--- src/rtl/arbitro_pkg.sv ---
// Shared types and default sizing for the round-robin selection arbiter.
package arbitro_pkg;
  localparam int N_DEF        = 8;
  localparam int W_DEF        = 4;
  localparam int MAX_HOLD_DEF = 4;
  localparam int IW           = $clog2(N_DEF);
  localparam int CW           = $clog2(MAX_HOLD_DEF + 1);

  typedef enum logic {OCIOSO, CONCEDIDO} estado_t;
endpackage

--- src/rtl/seletor_rr.sv ---
// Rotating-priority picker: first set request found scanning from ptr upward, wrapping mod N.
module seletor_rr #(
  parameter int N  = 8,
  parameter int SW = $clog2(N)
) (
  input  logic [N-1:0]  req,
  input  logic [SW-1:0] ptr,
  output logic [SW-1:0] winner,
  output logic          any
);

  logic [SW-1:0] idx;

  // Scan farthest-first so the closest request to ptr is the last to overwrite winner.
  always_comb begin
    winner = '0;
    any    = 1'b0;
    idx    = '0;
    for (int k = N - 1; k >= 0; k--) begin
      idx = ptr + SW'(k);
      if (req[idx]) begin
        winner = idx;
        any    = 1'b1;
      end
    end
  end

endmodule

--- src/rtl/arbitro_simulador.sv ---
// Round-robin arbiter for the shared N:1 selection datapath with valid/ready output
// and a per-grant transfer cap that forces rotation.
//
//  state     | meaning
//  OCIOSO    | no grant; GNT=0, SEL/ORIGEM keep last value, waiting for any REQ
//  CONCEDIDO | SEL granted; VALIDO follows REQ[SEL], transfers counted in cont
module arbitro_simulador
  import arbitro_pkg::*;
#(
  parameter int N        = N_DEF,
  parameter int W        = W_DEF,
  parameter int MAX_HOLD = MAX_HOLD_DEF
) (
  input  logic                  clock,
  input  logic                  nreset,
  input  logic [N-1:0]          REQ,
  input  logic [N-1:0][W-1:0]   DADOS,
  input  logic                  PRONTO,
  output logic                  VALIDO,
  output logic [W-1:0]          SAIDA,
  output logic [$clog2(N)-1:0]  SEL,
  output logic [$clog2(N)-1:0]  ORIGEM,
  output logic [N-1:0]          GNT
);

  localparam int SW = $clog2(N);
  localparam int KW = $clog2(MAX_HOLD + 1);
  localparam logic [KW-1:0] CONT_ULT = KW'(MAX_HOLD - 1);
  localparam logic [N-1:0]  GNT_UM   = {{(N - 1){1'b0}}, 1'b1};

  estado_t       estado;
  logic [SW-1:0] ptr;
  logic [SW-1:0] sel;
  logic [KW-1:0] cont;
  logic [N-1:0]  gnt;

  logic [SW-1:0] scan_ini;
  logic [SW-1:0] winner;
  logic          any;
  logic          transfer;
  logic          liberar;

  // Idle scans from ptr; a release scans from SEL+1, which is the ptr it is about to load.
  assign scan_ini = (estado == CONCEDIDO) ? sel + 1'b1 : ptr;

  seletor_rr #(.N(N), .SW(SW)) u_seletor (
    .req    (REQ),
    .ptr    (scan_ini),
    .winner (winner),
    .any    (any)
  );

  assign VALIDO   = (estado == CONCEDIDO) && REQ[sel];
  assign transfer = VALIDO && PRONTO;
  assign liberar  = (estado == CONCEDIDO) && (!REQ[sel] || (transfer && cont == CONT_ULT));

  always_ff @(posedge clock or negedge nreset) begin
    if (!nreset) begin
      estado <= OCIOSO;
      ptr    <= '0;
      sel    <= '0;
      cont   <= '0;
      gnt    <= '0;
    end else begin
      case (estado)
        OCIOSO: begin
          if (any) begin
            sel    <= winner;
            gnt    <= GNT_UM << winner;
            cont   <= '0;
            estado <= CONCEDIDO;
          end
        end
        CONCEDIDO: begin
          if (liberar) begin
            ptr  <= sel + 1'b1;
            cont <= '0;
            if (any) begin
              sel <= winner;
              gnt <= GNT_UM << winner;
            end else begin
              gnt    <= '0;
              estado <= OCIOSO;
            end
          end else if (transfer) begin
            cont <= cont + 1'b1;
          end
        end
        default: estado <= OCIOSO;
      endcase
    end
  end

  assign SEL    = sel;
  assign ORIGEM = sel;
  assign GNT    = gnt;
  assign SAIDA  = VALIDO ? DADOS[sel] : '0;

endmodule

--- config.mk ---
export PLATFORM = sky130hd
export DESIGN_NAME = arbitro_simulador
export DESIGN_NICKNAME = d
export VERILOG_FILES = /design/src/rtl/arbitro_pkg.sv /design/src/rtl/seletor_rr.sv /design/src/rtl/arbitro_simulador.sv
export SDC_FILE = /design/constraint.sdc
export NUM_CORES = 1
export LEC_CHECK = 0
export CAP_MARGIN = 20
export CORE_ASPECT_RATIO = 1.4
export CORE_MARGIN = 3
export CORE_UTILIZATION = 39
export DETAILED_ROUTE_END_ITERATION = 10
export GPL_ROUTABILITY_DRIVEN = 0
export PLACE_DENSITY = 0.74
export SYNTH_ARGS = -nofsm -noshare
export SYNTH_HDL_FRONTEND = slang
export SYNTH_SLANG_ARGS = --single-unit
--- constraint.sdc ---
create_clock -name clock -period 5.28 [get_ports clock]
set_input_delay 1.056 -clock clock [delete_from_list [all_inputs] [get_ports clock]]
set_output_delay 1.056 -clock clock [all_outputs]
set_load 0.005 [all_outputs]
# After elaboration in Yosys (flattened, before gate mapping)
# Index checks and enable logic that the tools add are counted.
[totals] ff_bits=18 in_bits=43 wordCells=90
[op_classes] n_addsub=9 order_cmp=9 n_eq_ne=4 shifts=1 mux=52 bitwise=1 n_reduce_logical=9
[ops] operator="3-bit 2-to-1 mux" n=14
[ops] operator="3-bit by 4-bit < comparator with 1-bit output, second input constant" n=9
[ops] operator="1-bit binary-select mux with 3-bit select" n=9
[ops] operator="8-bit 2-to-1 mux" n=3
[ops] operator="1-bit 2-to-1 mux" n=19
[ops] operator="8-bit one-hot mux with 2 select lines" n=1
[ops] operator="3-bit adder, second input constant" n=4
[ops] operator="4-bit binary-select mux with 3-bit select" n=1
[ops] operator="3-bit one-hot mux with 2 select lines" n=2
[ops] operator="3-bit by 1-bit adder with 3-bit output, second input constant" n=3
[ops] operator="4-bit 2-to-1 mux" n=2
[ops] operator="1-bit by 3-bit << shifter with 8-bit output, first input constant" n=1
[ops] operator="3-bit by 2-bit adder with 3-bit output, second input constant" n=2
[ops] operator="2-bit AND reduction" n=3
[ops] operator="1-bit logical AND" n=4
[ops] operator="3-bit by 2-bit equality test with 1-bit output, second input constant" n=1
[ops] operator="3-bit by 1-bit != test with 1-bit output, second input constant" n=1
[ops] operator="2-bit by 1-bit != test with 1-bit output, second input constant" n=1
[ops] operator="2-bit != test, second input constant" n=1
[ops] operator="1-bit one-hot mux with 2 select lines" n=1
[ops] operator="1-bit zero test" n=1
[ops] operator="1-bit logical OR" n=1
[ops] operator="1-bit inverter" n=1

# Longest topological paths before layout
# Gate-level depths: netlist of run 1.
[logic_depth] depth_word=17 mapped_depth=15 depth_no_buf=12

# By module
# A second synthesis of run 1 with hierarchy kept.
[unflattened] cells_unflattened=193 area_unflattened_um2=2059.5
[by_module_without_submodules] mod="arbitro_simulador" n_inst=1 cells_per_inst=103 area_per_inst_um2=1277.5 seq_area_each_um2=450.4
[by_module_without_submodules] mod="seletor_rr" n_inst=1 cells_per_inst=90 area_per_inst_um2=782.0 seq_area_each_um2=0.0

# Least setup slack after synthesis of run 1
# Ideal clock, no wire load.
[synth_timing] kind="flip-flop to flip-flop" from="register sel[1] (netlist: ORIGEM[1])" to="register gnt[4] (netlist: GNT[4])" setup_time_ps=122 t_arrival_ps=3676 required_ps=5158 setup_slack_ps=1483 stages_incl_launch_ff=14 synth_period_minus_slack_ps=3797 cell_sequence="dfrtp_1 > ha_1 > mux2_2 > clkbuf_1 > clkbuf_1 > ha_1 > inv_1 > xnor2_1 > mux4_2 > nor4_2 > nand2_1 > o21ai_4 > nor2_1 > a32o_1"
[synth_via] elab_chain_cells=17
[synth_lines] element="start: declaration" line_no="arbitro_simulador.sv:33" source="logic [SW-1:0] sel;"
[synth_lines] element="start signal: assignment" line_no="arbitro_simulador.sv:68" source="sel <= winner;"
[synth_lines] element="start signal: assignment" line_no="arbitro_simulador.sv:79" source="sel <= winner;"
[synth_lines] element="3-bit by 1-bit adder with 3-bit output" line_no="arbitro_simulador.sv:44" source="assign scan_ini = (estado == CONCEDIDO) ? sel + 1'b1 : ptr;"
[synth_lines] element="3-bit 2-to-1 mux" line_no="arbitro_simulador.sv:44"
[synth_lines] element="3-bit adder" line_no="seletor_rr.sv:20" source="idx = ptr + SW'(k);"
[synth_lines] element="1-bit binary-select mux with 3-bit select" line_no="seletor_rr.sv:21" source="if (req[idx]) begin"
[synth_lines] element="1-bit 2-to-1 mux (not written as such)" line_no="seletor_rr.sv:21"
[synth_lines] element="3-bit 2-to-1 mux (8 in series)" line_no="seletor_rr.sv:21"
[synth_lines] element="1-bit by 3-bit << shifter with 8-bit output" line_no="arbitro_simulador.sv:69, arbitro_simulador.sv:80"
[synth_lines] element="8-bit 2-to-1 mux" line_no="arbitro_simulador.sv:78" source="if (any) begin"
[synth_lines] element="8-bit 2-to-1 mux" line_no="arbitro_simulador.sv:75" source="if (liberar) begin"
[synth_lines] element="8-bit one-hot mux with 2 select lines" line_no="arbitro_simulador.sv:65" source="case (estado)"
[synth_lines] element="end signal: assignment" line_no="arbitro_simulador.sv:69" source="gnt <= GNT_UM << winner;"
[synth_lines] element="end signal: assignment" line_no="arbitro_simulador.sv:80" source="gnt <= GNT_UM << winner;"
[synth_lines] element="end: declaration" line_no="arbitro_simulador.sv:35" source="logic [N-1:0] gnt;"
# Parallel ways exist; a longest one is shown, timed or not. The select of a mux whose other input is x is not followed.
# A chain may end at the register's enable or synchronous reset.

# Worst setup path in the final report of run 1
[layout_timing] from="register sel[1] (netlist: ORIGEM[1])" to="register gnt[5] (netlist: GNT[5])"
# Same word-level chain as after synthesis.

==> results_dict.tcl, run 1 <==
set metrics [dict create \
    syn_avg_cell_area_um2 8.93 \
    cts_sinks 18 \
    grt_pass1_wl_um 10800 \
    startpoint_type "flip-flop" \
    cts_resized 0 \
    wl_um 6440 \
    hold_class "reg -> reg" \
    finalSetupTns_ps 0 \
    holdWs_ps 491 \
    grt_usage 0.200 \
    route.detailed.drc 0 \
    worst_pin_slew_ps 817 \
    worstPathRequired_ps 5420 \
    grt_overflow 0 \
    busiest_layer "met2" \
    synth_edf_count 0 \
    critPathMaxStageDelay_ps 630 \
    cp_slowest_cell "mux4_2" \
    hold_violations 0 \
    cts_buffer_depth 2 \
    synth-warning-count 0 \
    finalSetupViolCount 0 \
    die_w_um 70.0 \
    ys_ff_latch 18 \
    io_buffer_count 61 \
    drive_gt1_frac 0.137 \
    netlist_instances 250 \
    use_met3 0.0359 \
    place_hpwl_um 5030 \
    ctsHoldBuffers 0 \
    fin_ws_ps 965 \
    htreeDepth 1 \
    synth_cell_types 57 \
    min_period_over_period 0.817 \
    cp-end-kind "flip-flop" \
    insertion_delay_ps 250 \
    start_util 0.404 \
    ant_nets 0 \
    met1_usage 0.210 \
    finClkSkew_ps 5.42 \
    cp.depth 11 \
    cts_setup_buffers 0 \
    grt_pass1_vias 2306 \
    synth_top_flop_cell "dfrtp_1" \
    cp-startpoint "ORIGEM[1]" \
    r2r_cells 11 \
    path_class "reg -> reg" \
    grt_max_degree 21 \
    cts_made_buffers 3 \
    yosys.area.top_type "dfrtp_1" \
    crit_family "multiplexers" \
    layout_common_cells "clkdlybuf4s50_1, nand2_1, dfrtp_1, mux2i_1, nor2_1" \
    slew_headroom 0.454 \
    final_common_cell "clkdlybuf4s50_1" \
    fmax_mhz 232 \
    drt_pre_antenna_iters 4 \
    cp_data_arrival_time_ps 4450 \
    cp_num_buf_inv 1 \
    slew_violations 0 \
    pin_count 62 \
    grt.met2_usage 0.394 \
    area_growth_syn_to_layout_pct 30.5 \
    crit_path_max_fanout 20 \
    final.min_clock_period_ps 4310 \
    first_iter_violations 252 \
    root_buffer "clkbuf_8" \
    status "complete, no violations" \
    vias 2222 \
    final_nets 349 \
    antennaDiodeCount 0 \
    synth_top_area_share 0.202 \
    cts_tree "built" \
    die_area_mm2 0.00668 \
    syn_nets 298 \
    rr_startpoint "ORIGEM[1]" \
    path_clk_slew_ps 70 \
    post-place-ws_ps 1030 \
    coreArea_mm2 0.00553 \
    reg2reg_to "GNT[5]" \
    rsz0062_at_grt "no" \
    drt-wirelength-per-cell_um 17.5 \
    max-cap-violations 0 \
    fp-row-count 32 \
    cp_common_cell "ha_1" \
    r2r_slack_ps 970 \
    cp-endpoint "GNT[5]" \
    crit_chain "ha_1 -> mux2_2 -> ha_1 -> inv_1 -> xnor2_1 -> mux4_2 -> nor4_2 -> nand2_1 -> o21ai_4 -> nor2_1 -> a32o_1" \
    die_y_um 95.5 \
    async_flop_share 1.00 \
    vias_per_cell 6.04 \
    syn_area_mm2 0.00223 \
    ys_top_cells_by_area "dfrtp_1, mux4_2, mux2i_1, nand2_1, a21oi_1" \
    grt_antenna_before_repair 0 \
    ys_seq_area_frac 0.202 \
]
-- flip-flops by register name, summed over array words and instances, names as in the netlist --
register and flops:
cont 3, GNT 8, ORIGEM 3, estado 1, ptr 3
-- synth_stat cells, types with 2 or more instances --
cell	instances
mux2_1	2
o31ai_1	2
nor3_1	3
mux2_2	5
mux2i_1	18
buf_1	4
a21o_1	4
buf_4	6
a32o_1	3
o21a_1	2
buf_2	2
mux4_2	13
dfrtp_1	18
nand3_1	12
xnor2_1	3
xnor2_2	3
a211oi_1	3
o22ai_1	5
o21ai_1	2
nor2_1	17
nand2_1	27
nand2b_1	4
clkbuf_1	7
and2_1	7
a221oi_1	2
and3_1	2
o21ai_0	15
o41ai_1	3
o41ai_2	3
inv_1	7
a21oi_1	15
a211o_1	2
ha_1	5
-- routing by layer --
metal  share of wire  wire length [um]  vias up
met5               0                 0        -
met4           0.019               122        0
met3           0.046               296       14
met2            0.55              3520       77
met1            0.39              2500     1076
li1                -                 -     1055
-- stage by stage --
stage | instances | cell area (um2) | util
finish | 368 | 2910 | 0.527
global route | 368 | 2910 | 0.527
CTS | 368 | 2910 | 0.527
detailed placement | 364 | 2860 | 0.517
global placement | 364 | 2860 | 0.517
floorplan | 250 | 2230 | -
-- layout make-up --
class | instances | area, um2
clock buffers | 4 | 55.1
fillers | 504 | 2610
inverters | 8 | 30.0
multi-input cells | 204 | 1650
flip-flops and latches | 18 | 450
well taps | 68 | 85.1
repair buffers | 66 | 648
-- worst reg2reg max path, cell delays in order (launching register included) --
cell	delay [ps]
dfrtp_1	590
ha_1	440
mux2_2	420
ha_1	290
inv_1	80
xnor2_1	370
mux4_2	630
nor4_2	370
nand2_1	190
o21ai_4	410
nor2_1	120
a32o_1	280
-- kinds of logic after synthesis --
| group | synth area share |
|---|---|
| flops | 0.202 |
| fa+ha+maj | 0.0280 |
| xor+xnor | 0.0336 |
| buf+inv | 0.0616 |
| simple gates | 0.166 |
| compound gates | 0.256 |
| mux | 0.253 |
-- worst min-delay path by stage --
stage,startpoint,to,slack (ps),depth (start not counted)
final,GNT[2],GNT[2],490,2
after global routing,GNT[1],GNT[1],510,2
after detailed placement,GNT[1],GNT[1],470,2
after floorplan,cont[2],cont[2],450,2
after global placement,cont[2],cont[2],460,2
after CTS,GNT[2],GNT[2],490,2
Power of run 1 is left out: the tool's default activity adds up to more than one toggle a clock period on the data nets, which glitch-free logic cannot reach.
==> run 2: changes to the inputs <==
PLACE_DENSITY = 0.77   (was 0.74)
clock period = 3.9 ns   (was 5.28 ns; I/O delays follow)
==> results_dict.tcl, run 2 (synthesized netlist as in run 1, its figures left out) <==
set metrics [dict create \
    min_period_over_period 0.934 \
    path_class "in -> out" \
    grt_antenna_before_repair 0 \
    drt-wirelength-per-cell_um 17.2 \
    slew_headroom 0.475 \
    hold_class "reg -> reg" \
    die_y_um 95.5 \
    drt_pre_antenna_iters 4 \
    place_hpwl_um 5240 \
    finalSetupViolCount 0 \
    coreArea_mm2 0.00553 \
    cts_setup_buffers 0 \
    hold_violations 0 \
    fillers 503 \
    fmax_mhz 274 \
    startpoint_type "primary input" \
    cts_tree "built" \
    grt_max_degree 20 \
    die_area_mm2 0.00668 \
    root_buffer "clkbuf_8" \
    final_common_cell "clkdlybuf4s50_1" \
    vias_per_cell 6.05 \
    wl_um 6440 \
    layout_common_cells "clkdlybuf4s50_1, nand2_1, dfrtp_1, mux2i_1, nor2_1" \
    finalSetupTns_ps 0 \
    grt_pass1_wl_um 10700 \
    slew_violations 0 \
    path_clk_slew_ps 70 \
    ant_nets 0 \
    cts_buffer_depth 2 \
    area.sequential_um2 450 \
    cp_data_arrival_time_ps 2860 \
    drive_gt1_frac 0.154 \
    multi_input_area_mm2 0.00165 \
    fp-row-count 32 \
    io_buffer_count 61 \
    grt_overflow 0 \
    grt_pass1_vias 2408 \
    cp-end-kind "output port" \
    crit_path_max_fanout 7 \
    final.min_clock_period_ps 3640 \
    area_growth_syn_to_layout_pct 32.5 \
    insertion_delay_ps 250 \
    fin_util 0.536 \
    rsz0062_at_grt "no" \
    worstPathRequired_ps 3120 \
    final_nets 355 \
    first_iter_violations 141 \
    status "complete, no violations" \
    grt_usage 0.195 \
    htreeDepth 1 \
    largest_reg_flops 8 \
    start_util 0.404 \
    vias 2263 \
    ctsHoldBuffers 0 \
    finClkSkew_ps 4.34 \
    cts_made_buffers 3 \
    antennaDiodeCount 0 \
    route.detailed.drc 0 \
    die_w_um 70.0 \
    cts_resized 0 \
    worst_pin_slew_ps 785 \
    pin_count 62 \
    max-cap-violations 0 \
    cts_sinks 18 \
]
run 2: path summary, 6_finish.rpt:
check	startpoint	endpoint	slack, ps	cells past startpoint
setup / recovery	REQ[7]	SAIDA[0]	260	6
hold / removal	GNT[2]	GNT[2]	480	2
setup reg to reg	ORIGEM[0]	GNT[1]	300	10
hold reg to reg	GNT[2]	GNT[2]	480	2
max in group asynchronous	nreset	ptr[0]	2430	1
min in group asynchronous	nreset	GNT[6]	980	1
run 2: area by class of cell:
| type | count | share of cell area |
|---|---|---|
| clock buffers | 4 | 0.0186 |
| inverters | 8 | 0.0101 |
| multi-input cells | 204 | 0.556 |
| flip-flops and latches | 18 | 0.152 |
| well taps | 68 | 0.0288 |
| repair buffers | 72 | 0.234 |
run 2: stage by stage:
step	cells	setup slack [ps]	hold WS [ps]	instance area, um2
3_5_place_dp	370	264	459	2900
5_1_grt	374	65.2	490	2960
3_3_place_gp	370	257	459	2900
4_1_cts	374	269	478	2960
6_report	374	256	478	2960
2_1_floorplan	250	103	449	2230
run 2: metal layers:
metal / wire length (um) / vias to the layer above / track usage
li1: - / 1062 / -
met1: 2410 / 1062 / 0.211
met2: 3380 / 115 / 0.360
met3: 375 / 24 / 0.0211
met4: 268 / 0 / 0.120
met5: 0 / - / 0
run 2: worst max-delay path, cell delays in order:
cell and delay (ps):
clkdlybuf4s50_1 520, mux4_2 500, mux2i_1 210, nand2b_1 300, nor2_1 90, clkdlybuf4s50_1 470
Power of run 2 is left out for the same reason.
==> run 3: changes to the inputs <==
GPL_TIMING_DRIVEN = 0   (was unset)
==> results_dict.tcl, run 3 (synthesized netlist as in run 1, its figures left out) <==
set metrics [dict create \
    final_common_cell "clkdlybuf4s50_1" \
    min_period_over_period 0.964 \
    status "complete, no violations" \
    die_area_mm2 0.00668 \
    crit_family "multiplexers" \
    grt_usage 0.195 \
    area_growth_syn_to_layout_pct 36.6 \
    io_buffer_count 61 \
    layout_common_cells "clkdlybuf4s50_1, nand2_1, dfrtp_1" \
    die_y_um 95.5 \
    grt_antenna_before_repair 0 \
    path_clk_slew_ps 70 \
    worst_pin_slew_ps 791 \
    r2r_cells 12 \
    largest_reg_flops 8 \
    final.min_clock_period_ps 3760 \
    busiest_layer "met2" \
    vias_per_cell 6.12 \
    place_hpwl_um 5350 \
    cts_tree "built" \
    ant_nets 0 \
    drt-wirelength-per-cell_um 17.5 \
    grt_max_degree 20 \
    met1_usage 0.200 \
    coreArea_mm2 0.00553 \
    cp_num_buf_inv 2 \
    finClkSkew_ps 6.38 \
    cp.depth 12 \
    vias 2356 \
    final_nets 366 \
    cts_sinks 18 \
    hold_class "reg -> reg" \
    critPathMaxStageDelay_ps 620 \
    start_util 0.404 \
    cp-end-kind "flip-flop" \
    cp_slowest_cell "mux4_2" \
    grt.met2_usage 0.373 \
    placed_area_mm2 0.00293 \
    htreeDepth 1 \
    drive_gt1_frac 0.180 \
    rr_startpoint "ORIGEM[1]" \
    first_iter_violations 122 \
    r2r_slack_ps 140 \
    hold-path-endpoint "GNT[1]" \
    cp_data_arrival_time_ps 3900 \
    fmax_mhz 266 \
    holdWs_ps 478 \
    root_buffer "clkbuf_8" \
    crit_chain "ha_1 -> mux2_2 -> buf_4 -> ha_1 -> inv_1 -> xnor2_2 -> mux4_2 -> nor4_4 -> nand2_2 -> o21ai_4 -> nor2_1 -> a32o_1" \
    cts_made_buffers 3 \
    path_class "reg -> reg" \
    reg2reg_to "GNT[4]" \
    finalSetupViolCount 0 \
    slew_violations 0 \
    startpoint_type "flip-flop" \
    hold_path_startpoint "GNT[1]" \
    final_cell_area_mm2 0.00305 \
    pin_count 62 \
    cts_buffer_depth 2 \
    antennaDiodeCount 0 \
    worstPathRequired_ps 4040 \
    wl_um 6740 \
    max-cap-violations 0 \
    insertion_delay_ps 260 \
    grt_pass1_wl_um 10700 \
    die_w_um 70.0 \
    slew_headroom 0.471 \
    fin_util 0.552 \
    hold_violations 0 \
    route.detailed.drc 0 \
    fp-row-count 32 \
    grt_pass1_vias 2394 \
    use_met3 0.0306 \
    cp_common_cell "ha_1" \
    hold_path_depth 2 \
    crit_path_max_fanout 19 \
    drt_pre_antenna_iters 4 \
    grt_overflow 0 \
]
run 3: worst max-delay path by stage:
| stage | from | endpoint |
|---|---|---|
| after floorplan | ORIGEM[1] | GNT[4] |
| after global placement | ORIGEM[1] | GNT[4] |
| after detailed placement | ORIGEM[1] | GNT[5] |
| after CTS | ORIGEM[1] | GNT[3] |
| after global routing | ORIGEM[1] | GNT[1] |
| final | ORIGEM[1] | GNT[4] |
run 3: metal layers:
metal / part of all wire / up-vias
li1: - / 1090
met1: 0.37 / 1124
met2: 0.53 / 116
met3: 0.062 / 26
met4: 0.040 / 0
met5: 0 / -
run 3: what timing repair did:
item | CTS | global route
gates resized for setup | 3 | 8
hold buffers | 0 | 0
pin swaps | 0 | 3
setup buffers | 0 | 4
gates cloned | 0 | 0
endpoints found under the hold margin | 0 | 0
endpoints found under the setup margin | 14 | 14
run 3: stage by stage:
stage | worst slack, ps | setup TNS, ps | std cells
after CTS | 22.2 | 0 | 381
after global placement | -579 | -6990 | 379
after detailed placement | -648 | -7980 | 379
final | 140 | 0 | 385
after global routing | -18.0 | -70.0 | 385
after floorplan | 103 | 0 | 250
run 3: worst min-delay path: stages, from the launching register on:
cell and delay [ps]:
dfrtp_1 340, nand2_1 50, o41ai_1 50
run 3: area by class of cell:
type,instances,area (um2)
well taps,68,85.1
multi-input cells,204,1680
fillers,485,2470
flip-flops and latches,18,450
clock buffers,4,55.1
inverters,8,33.8
repair buffers,65,641
plain buffers,18,104
Power of run 3 is left out for the same reason.
